<file path="src/rtl/can_fault_confinement.sv">
// CAN fault confinement: TEC/REC bookkeeping, error-active/passive/bus-off
// decode, and error-frame sequencing by overriding the transmit bit.
module can_fault_confinement #(
    parameter int PASSIVE_LIM = 128,
    parameter int BUSOFF_LIM  = 256,
    parameter int FLAG_LEN    = 6,
    parameter int DELIM_LEN   = 8,
    parameter int RECOV_SEQS  = 128
) (
    input  logic       clk,
    input  logic       rst,
    input  logic       sample_point,
    input  logic       rx_bit,
    input  logic       tx_active,
    input  logic       bit_error,
    input  logic       stuff_error,
    input  logic       crc_error,
    input  logic       form_error,
    input  logic       ack_error,
    input  logic       tx_success,
    input  logic       rx_success,
    output logic [8:0] tec,
    output logic [7:0] rec,
    output logic [1:0] error_state,
    output logic       tx_override_en,
    output logic       tx_override_bit,
    output logic       sending_error_flag_passive,
    output logic       error_frame_done
);

    localparam int CNT_W = $clog2((FLAG_LEN > DELIM_LEN) ? FLAG_LEN : DELIM_LEN) + 1;

    localparam logic [8:0]       TEC_PASSIVE = 9'(PASSIVE_LIM);
    localparam logic [7:0]       REC_PASSIVE = 8'(PASSIVE_LIM);
    localparam logic [8:0]       TEC_BUSOFF  = 9'(BUSOFF_LIM);
    localparam logic [CNT_W-1:0] FLAG_LAST   = CNT_W'(FLAG_LEN - 1);
    localparam logic [CNT_W-1:0] DELIM_LAST  = CNT_W'(DELIM_LEN - 1);
    localparam logic [CNT_W-1:0] DOM_LAST    = CNT_W'(7);
    localparam logic [3:0]       RUN_LAST    = 4'd10;
    localparam logic [7:0]       SEQ_LAST    = 8'(RECOV_SEQS - 1);

    localparam logic [1:0] ES_ACTIVE  = 2'b00;
    localparam logic [1:0] ES_PASSIVE = 2'b01;
    localparam logic [1:0] ES_BUSOFF  = 2'b10;

    typedef enum logic [2:0] {
        IDLE       = 3'd0,
        FLAG       = 3'd1,
        DELIM_WAIT = 3'd2,
        DELIM      = 3'd3,
        BUSOFF     = 3'd4
    } state_t;

    state_t           state, state_n;
    logic [8:0]       tec_n;
    logic [7:0]       rec_n;
    logic [CNT_W-1:0] bit_cnt, bit_cnt_n;
    logic             is_tx, is_tx_n;
    logic             passive, passive_n;
    logic [3:0]       run_cnt, run_n;
    logic [7:0]       seq_cnt, seq_n;
    logic             done_n;

    logic             err_any;
    logic [8:0]       tec_plus8;
    logic [7:0]       rec_plus1;
    logic [7:0]       rec_plus8;

    assign err_any   = bit_error | stuff_error | crc_error | form_error | ack_error;
    assign tec_plus8 = (tec >= TEC_BUSOFF - 9'd8) ? TEC_BUSOFF : tec + 9'd8;
    assign rec_plus1 = (rec == 8'hff) ? rec : rec + 8'd1;
    assign rec_plus8 = (rec >= 8'd247) ? 8'hff : rec + 8'd8;

    always_comb begin
        if (tec >= TEC_BUSOFF || state == BUSOFF)
            error_state = ES_BUSOFF;
        else if (tec >= TEC_PASSIVE || rec >= REC_PASSIVE)
            error_state = ES_PASSIVE;
        else
            error_state = ES_ACTIVE;
    end

    always_comb begin
        state_n   = state;
        tec_n     = tec;
        rec_n     = rec;
        bit_cnt_n = bit_cnt;
        is_tx_n   = is_tx;
        passive_n = passive;
        run_n     = run_cnt;
        seq_n     = seq_cnt;
        done_n    = 1'b0;
        case (state)
            IDLE: begin
                if (err_any) begin
                    // Error beats any success pulse arriving in the same cycle.
                    if (tx_active) begin
                        if (!(ack_error && error_state == ES_PASSIVE))
                            tec_n = tec_plus8;
                    end else begin
                        rec_n = rec_plus1;
                    end
                    state_n   = FLAG;
                    is_tx_n   = tx_active;
                    passive_n = (error_state == ES_PASSIVE);
                    bit_cnt_n = '0;
                end else begin
                    if (tx_success && tec != 9'd0)
                        tec_n = tec - 9'd1;
                    if (rx_success) begin
                        if (rec > 8'd127)
                            rec_n = 8'd120;
                        else if (rec != 8'd0)
                            rec_n = rec - 8'd1;
                    end
                end
            end
            FLAG: begin
                if (bit_error && !passive) begin
                    if (is_tx) tec_n = tec_plus8;
                    else       rec_n = rec_plus8;
                end
                if (sample_point) begin
                    if (bit_cnt == FLAG_LAST) begin
                        state_n   = DELIM_WAIT;
                        bit_cnt_n = '0;
                    end else begin
                        bit_cnt_n = bit_cnt + 1'b1;
                    end
                end
            end
            DELIM_WAIT: begin
                // bit_cnt counts consecutive dominant bits; recessive starts the delimiter.
                if (sample_point) begin
                    if (rx_bit) begin
                        state_n   = DELIM;
                        bit_cnt_n = CNT_W'(1);
                    end else if (bit_cnt == DOM_LAST) begin
                        bit_cnt_n = '0;
                        if (is_tx) tec_n = tec_plus8;
                        else       rec_n = rec_plus8;
                    end else begin
                        bit_cnt_n = bit_cnt + 1'b1;
                    end
                end
            end
            DELIM: begin
                if (sample_point) begin
                    if (!rx_bit) begin
                        if (is_tx) tec_n = tec_plus8;
                        else       rec_n = rec_plus1;
                        state_n   = FLAG;
                        passive_n = (error_state == ES_PASSIVE);
                        bit_cnt_n = '0;
                    end else if (bit_cnt == DELIM_LAST) begin
                        state_n   = IDLE;
                        bit_cnt_n = '0;
                        done_n    = 1'b1;
                    end else begin
                        bit_cnt_n = bit_cnt + 1'b1;
                    end
                end
            end
            BUSOFF: begin
                if (sample_point) begin
                    if (!rx_bit) begin
                        run_n = '0;
                    end else if (run_cnt == RUN_LAST) begin
                        run_n = '0;
                        if (seq_cnt == SEQ_LAST) begin
                            seq_n   = '0;
                            tec_n   = '0;
                            rec_n   = '0;
                            state_n = IDLE;
                        end else begin
                            seq_n = seq_cnt + 8'd1;
                        end
                    end else begin
                        run_n = run_cnt + 4'd1;
                    end
                end
            end
            default: state_n = IDLE;
        endcase
        // Reaching the bus-off limit aborts whatever frame is in progress.
        if (state != BUSOFF && tec_n >= TEC_BUSOFF) begin
            state_n   = BUSOFF;
            bit_cnt_n = '0;
            run_n     = '0;
            seq_n     = '0;
            done_n    = 1'b0;
        end
    end

    always_ff @(posedge clk or posedge rst) begin
        if (rst) begin
            state            <= IDLE;
            tec              <= '0;
            rec              <= '0;
            bit_cnt          <= '0;
            is_tx            <= 1'b0;
            passive          <= 1'b0;
            run_cnt          <= '0;
            seq_cnt          <= '0;
            error_frame_done <= 1'b0;
        end else begin
            state            <= state_n;
            tec              <= tec_n;
            rec              <= rec_n;
            bit_cnt          <= bit_cnt_n;
            is_tx            <= is_tx_n;
            passive          <= passive_n;
            run_cnt          <= run_n;
            seq_cnt          <= seq_n;
            error_frame_done <= done_n;
        end
    end

    assign tx_override_en             = (state != IDLE);
    assign tx_override_bit            = (state == FLAG) ? passive : 1'b1;
    assign sending_error_flag_passive = (state == FLAG) && passive;

endmodule

</file>
<file path="config.mk">
export PLATFORM = sky130hd
export DESIGN_NAME = can_fault_confinement
export DESIGN_NICKNAME = d
export VERILOG_FILES = /design/src/rtl/can_fault_confinement.sv
export SDC_FILE = /design/constraint.sdc
export NUM_CORES = 1
export LEC_CHECK = 0
export ABC_AREA = 0
export BUFFER_PORTS_ARGS = -buffer_cell sky130_fd_sc_hd__buf_2
export CORE_UTILIZATION = 40
export CTS_BUF_LIST = sky130_fd_sc_hd__clkbuf_4 sky130_fd_sc_hd__clkbuf_8
export CTS_CLUSTER_DIAMETER = 100
export DETAILED_ROUTE_END_ITERATION = 10
export PLACE_DENSITY = 0.68
export SYNTH_ARGS = -nofsm -noshare
export SYNTH_HDL_FRONTEND = slang
export SYNTH_SLANG_ARGS = --single-unit
export TNS_END_PERCENT = 1
</file>
<file path="constraint.sdc">
create_clock -name clk -period 3.2 [get_ports clk]
set_input_delay 0.48 -clock clk [delete_from_list [all_inputs] [get_ports clk]]
set_output_delay 0.48 -clock clk [all_outputs]
set_load 0.005 [all_outputs]
</file>
== Word level (Yosys, flattened, before mapping) ==
Index checks and enable logic that the tools add are counted.

* Register bits: 39
* Bits of input ports: 12
* Word-level logic and storage cells: 175

* Add/subtract/negate cells: 8
* $lt $le $gt $ge: 7
* Equality and inequality tests: 37
* Muxes and demuxes: 84
* Bitwise gates (word level): 4
* Reduce and logical (&&, ||, !) cells: 26

{| class="wikitable"
|+ Operators by type and width
! cell !! number
|-
| 8-bit 2-to-1 mux || 25
|-
| 9-bit 2-to-1 mux || 16
|-
| 4-bit 2-to-1 mux || 14
|-
| 9-bit case mux with 5 select lines || 1
|-
| 8-bit case mux with 5 select lines || 1
|-
| 3-bit 2-to-1 mux || 13
|-
| 3-bit inequality test (second input constant) || 9
|-
| 2-bit inequality test (second input constant) || 10
|-
| 9-bit by 8-bit greater-or-equal comparator with 1-bit output (second input constant) || 2
|-
| 9-bit greater-or-equal comparator (second input constant) || 2
|-
| 8-bit by 1-bit adder with 8-bit output (second input constant) || 2
|-
| 8-bit greater-or-equal comparator (second input constant) || 2
|-
| 4-bit case mux with 4 select lines || 1
|-
| 3-bit case mux with 5 select lines || 1
|-
| 15-bit AND reduction || 1
|-
| 11-bit AND reduction || 1
|-
| 1-bit 2-to-1 mux || 10
|-
| 2-bit nonzero test || 5
|-
| 5-bit nonzero test || 2
|-
| 9-bit by 4-bit adder with 9-bit output (second input constant) || 1
|-
| 9-bit nonzero test || 1
|-
| 9-bit by 1-bit subtractor with 9-bit output (second input constant) || 1
|-
| 4-bit by 1-bit adder with 4-bit output (second input constant) || 2
|-
| 8-bit by 4-bit adder with 8-bit output (second input constant) || 1
|-
| other kinds (26) || 42
|}

== Longest topological paths before layout ==
* Depth in word-level cells: 14
* Gate-level depth with buffers: 10
* Mapped depth without buffers: 9

== Least setup slack after synthesis ==
Ideal clock, no wire load.

* Kind: register to register
* Start: reg with a tool-made name
* End: reg state[1]
* Setup time: 0.128 ns
* Arrival: 2.260 ns
* Data required time: 3.072 ns
* Slack: 0.812 ns
* Stages on the path, launching flop included: 10
* Path buffers: 0
* Clock period less this slack: 2.388 ns
* Cells stage by stage: dfrtp_1 inv_1 ha_1 or4b_4 nor2b_4 and3_4 a221oi_2 nand2_1 o21ba_1 mux2_1

{| class="wikitable"
|+ RTL lines
! item !! RTL line !! source
|-
| to (signal assigned) || 207 || <nowiki>state <= state_n;</nowiki>
|-
| to (decl) || 54 || <nowiki>state_t state, state_n;</nowiki>
|}

== Final worst setup path ==
* Start: reg bit_cnt[0]
* End: reg bit_cnt[2]

* Cells in the longest elaborated chain, start to end: 9
* Elaborated cells on any way between the ends: 24
* Those cells by class: add/sub (1); order compare (1); eq/ne (6); mux (13); reduce/logical (3)

{| class="wikitable"
|+ Ends and longest elaborated chain
! item !! RTL line !! source
|-
| from (decl) || 57 || <nowiki>logic [CNT_W-1:0] bit_cnt, bit_cnt_n;</nowiki>
|-
| from (signal assigned) || 210 || <nowiki>bit_cnt <= bit_cnt_n;</nowiki>
|-
| 4-bit by 3-bit equality test with 1-bit output || 138, 155 ||
|-
| 9-bit 2-to-1 mux || 138 || <nowiki>end else if (bit_cnt == DOM_LAST) begin</nowiki>
|-
| 9-bit 2-to-1 mux || 135 || <nowiki>if (rx_bit) begin</nowiki>
|-
| 9-bit 2-to-1 mux || 134 || <nowiki>if (sample_point) begin</nowiki>
|-
| 9-bit case mux with 5 select lines || 93 || <nowiki>case (state)</nowiki>
|-
| 9-bit greater-or-equal comparator || 186 || <nowiki>if (state != BUSOFF && tec_n >= TEC_BUSOFF) begin</nowiki>
|-
| 1-bit logical AND || 186 ||
|-
| 3-bit inequality test (no source line) or 5-bit nonzero test (tied branches) || -- ||
|-
| 5-bit AND reduction (no source line) || -- ||
|}

Parallel ways exist; a longest one is shown, timed or not. The select of a mux whose other input is x is not followed.
A chain may end at the register's enable or synchronous reset.

==> summary.md <==
The flow ran to the end, and the final reports show no timing, DRC or antenna violations. After detailed routing, the number of vias per cell comes to 5.98. In this run the count of I/O pins placed on the die edge is 35. For this design the static power due to leakage is 1.57 nW. Buffers inserted during clock tree synthesis total 5. In this run the worst path has a maximum fanout of 6. The tools report the slack of the critical path as 0.484 ns. The synthesized netlist occupies a cell area of 0.00333 mm². The clock power share is 0.419, and the count of flip-flops with a built-in enable after synthesis is 0. At the end of the flow, the number of nets in the layout was 490. The vertical extent of the die is 93.3 µm, and the number of buffers on the longest clock path is 2. Setup repair after global routing left no endpoint under its margin. Counting flops and latches in the post-synthesis netlist gives 39. For this run, the number of Yosys warnings is 0.

In this run, the number of DRC markers left after iteration 0 of detailed routing was 247. The clock sink count came out at 39. The total area inside the core boundary comes to 0.00789 mm². The tools report the count of antenna-violating nets left after detailed routing as 0. The setup path with the least slack is of type reg -> reg. STA classifies the critical path endpoint as a register. Commonest non-fill, non-tap cell in the layout: nor2_1. The logs give 73 for the number of distinct library cells after synthesis and 259 µW for the switching component of the power. The smallest clock period supported by the final layout is computed as 2.72 ns. The top cell types in the final layout, fill and taps aside, are nor2_1, nand2_1, a21oi_1, dfrtp_1, o21ai_0. The floorplan has 32 rows.

The count of vias placed by the detailed router came out at 3,393. Including well taps, the total number of placed cells is 559. The post-route fraction of the period consumed by the critical path is 0.849, and the area enclosed by the die boundary is 0.00870 mm². DRC violation count after routing: 0.

STA classifies the critical path startpoint as a register. Timing would allow up to 368 MHz. The mean instance size in the synthesized netlist works out to 7.70 µm². The number of setup buffers added after CTS is 0.

The mean routed wirelength per cell came out at 16.2 µm. The data arrival time of the critical path came out at 2.94 ns. After the flow finishes, the layout carries non-filler instances totaling 567. The internal power of the cells totals 771 µW.

The initial antenna violation count came out at 0. The area growth from synthesis to layout is 11.9%. The part of the Yosys area used for sequential elements is 0.293.

For this run, the leading register cell type out of synthesis is dfrtp_1. The logs give 0 for the number of pins exceeding their max-slew limit in the final report and 6780 µm for the sum of net half-perimeters after detailed placement. The required time reported for the critical path endpoint was 3.42 ns.

The setup TNS came out at 0 ns. Power spread over the standard cell area amounts to 276 mW/mm². Entering global routing, the biggest net connects 20 pins. The fraction of power consumed by combinational cells is 0.076. The proportion of layout cells with a drive suffix above 1 is 0.151, and the count of input and output buffers is 34. The clock network latency to the later pin of the worst-skew pair is 0.31 ns, and the total track usage is 0.222. The first global-routing pass estimated 15,300 µm of wire. The post-placement setup slack came out at 0.515 ns.

TritonCTS built the clock tree. For the pin with the worst max-slew slack, the measured transition is 0.727 ns. The root buffer cell chosen for the clock tree is clkbuf_8. The logs give 5 for the first-pass detailed-route iteration total and 2 for the H-tree depth. For the synthesized net count, the log shows 459. After clock tree synthesis, the clock-pin slew on the worst setup and hold paths is 0.09 ns. The fraction of synthesis flops using an asynchronous set or reset pin came out at 1.00.

Across the run, the number of max-cap violations was 0. Die extent in x: 93.3 µm. The tools report the peak supply drop as 0.186 mV. The run gives 0.505 as the proportion of power drawn by flip-flops and latches.

The switching portion of total power was 0.252; the hold violation count in the final report was 0. The via count of the first global-routing pass was 3,185. The tightest slew margin relative to the limit is 0.514, and the total of endpoints with negative setup slack in the final report is 0.

Across the routed clock network, the largest skew measured is 0.00845 ns. Wires add up to 9210 µm. The post-cts repair resize count came out at 0. Buffers inserted to repair hold after CTS numbered 0.

Routability-driven placement finished with a final weighted congestion of 0.955. 0 antenna diodes ended up in the layout. The worst min-delay path category was in -> async. The run gives 433 as the count of mapped cells out of synthesis. The worst hold-check slack was 0.133 ns; the remaining global-route overflow was 0.

Effective utilization at floorplan: 0.423.
cells by family (layout without fill, tap and decap cells):
logic type | after synthesis | in the layout | synth area share
flip-flops | 39 | 39 | 0.293
AND/OR/NAND/NOR | 183 | 183 | 0.286
XOR/XNOR | 15 | 15 | 0.0394
adder cells (fa/ha/maj) | 14 | 14 | 0.0526
multiplexers | 5 | 5 | 0.0165
AO/OA/AOI/OAI | 131 | 131 | 0.255
buffers and inverters | 46 | 78 | 0.0574
power groups by stage:
stage	logic [mW]	clock network, mW	registers, mW
after global routing	0.0884	0.459	0.524
after floorplan	0.0554	0	0.523
after detailed placement	0.0785	0	0.530
after CTS	0.0793	0.441	0.521
after global placement	0.0759	0	0.529
final	0.0786	0.431	0.520
critical path, stage by stage (launching register included):
cell	delay [ns]
dfrtp_1	0.45
ha_1	0.27
and3b_1	0.24
o21ai_0	0.23
a221o_1	0.22
and4b_1	0.25
nor3b_1	0.63
nand3_1	0.17
o22ai_1	0.16
worst paths after layout:
check	startpoint	endpoint	slack, ns	depth (start not counted)
min reg2reg	seq_cnt[5]	seq_cnt[5]	0.54	1
min	rst	asynchronous set/reset pin	0.13	2
min in group clk	tx_active	is_tx	0.47	2
max reg2reg	bit_cnt[0]	bit_cnt[2]	0.48	8
max in group asynchronous	rst	state[0]	2.47	3
max	bit_cnt[0]	bit_cnt[2]	0.48	8
cell usage after synthesis (3+ instances only):
cell type | number | area [µm²]
ha_1 | 14 | 175
o31ai_1 | 5 | 37.5
xor2_1 | 5 | 43.8
nor4_1 | 5 | 31.3
nand3b_1 | 3 | 22.5
nor2_1 | 45 | 169
and2_1 | 7 | 43.8
a21oi_1 | 39 | 195
xnor2_1 | 10 | 87.6
nand3_1 | 25 | 125
a31oi_1 | 5 | 31.3
nand2b_1 | 6 | 37.5
a22oi_1 | 3 | 22.5
clkbuf_1 | 10 | 37.5
or2_2 | 5 | 31.3
inv_1 | 24 | 90.1
nor2b_1 | 3 | 18.8
and3b_1 | 4 | 35.0
nand4_1 | 3 | 18.8
o211ai_1 | 3 | 22.5
a21o_1 | 4 | 30.0
dfrtp_1 | 39 | 976
a211oi_1 | 3 | 22.5
buf_2 | 8 | 40.0
and3_1 | 7 | 43.8
mux2_2 | 3 | 33.8
nor3_1 | 9 | 45.0
o22ai_1 | 3 | 18.8
nand2_1 | 41 | 154
o21ai_0 | 36 | 180
nor3b_1 | 5 | 37.5
through the flow:
step	total power [mW]	util	area (µm²)
final	1.03	0.473	3730
after global routing	1.07	0.473	3730
after CTS	1.04	0.473	3730
after detailed placement	0.609	0.458	3620
after global placement	0.605	0.458	3620
after floorplan	0.579	-	3330
final cells by class:
type	instances	area, µm²
Clock buffer	5	68.8
Clock inverter	3	43.8
Fill cell	779	4160
Inverter	25	93.8
Multi-Input combinational cell	348	2170
Sequential cell	39	976
Tap cell	102	128
Timing Repair Buffer	45	253
routing by layer:
metal  vias up  wire, µm  track usage
met3        21       485       0.0439
li1       1641         -            -
met5         -         0            0
met2       105      4360        0.352
met1      1626      4170        0.298
met4         0       192       0.0846
(Power assumes the default switching activity.)
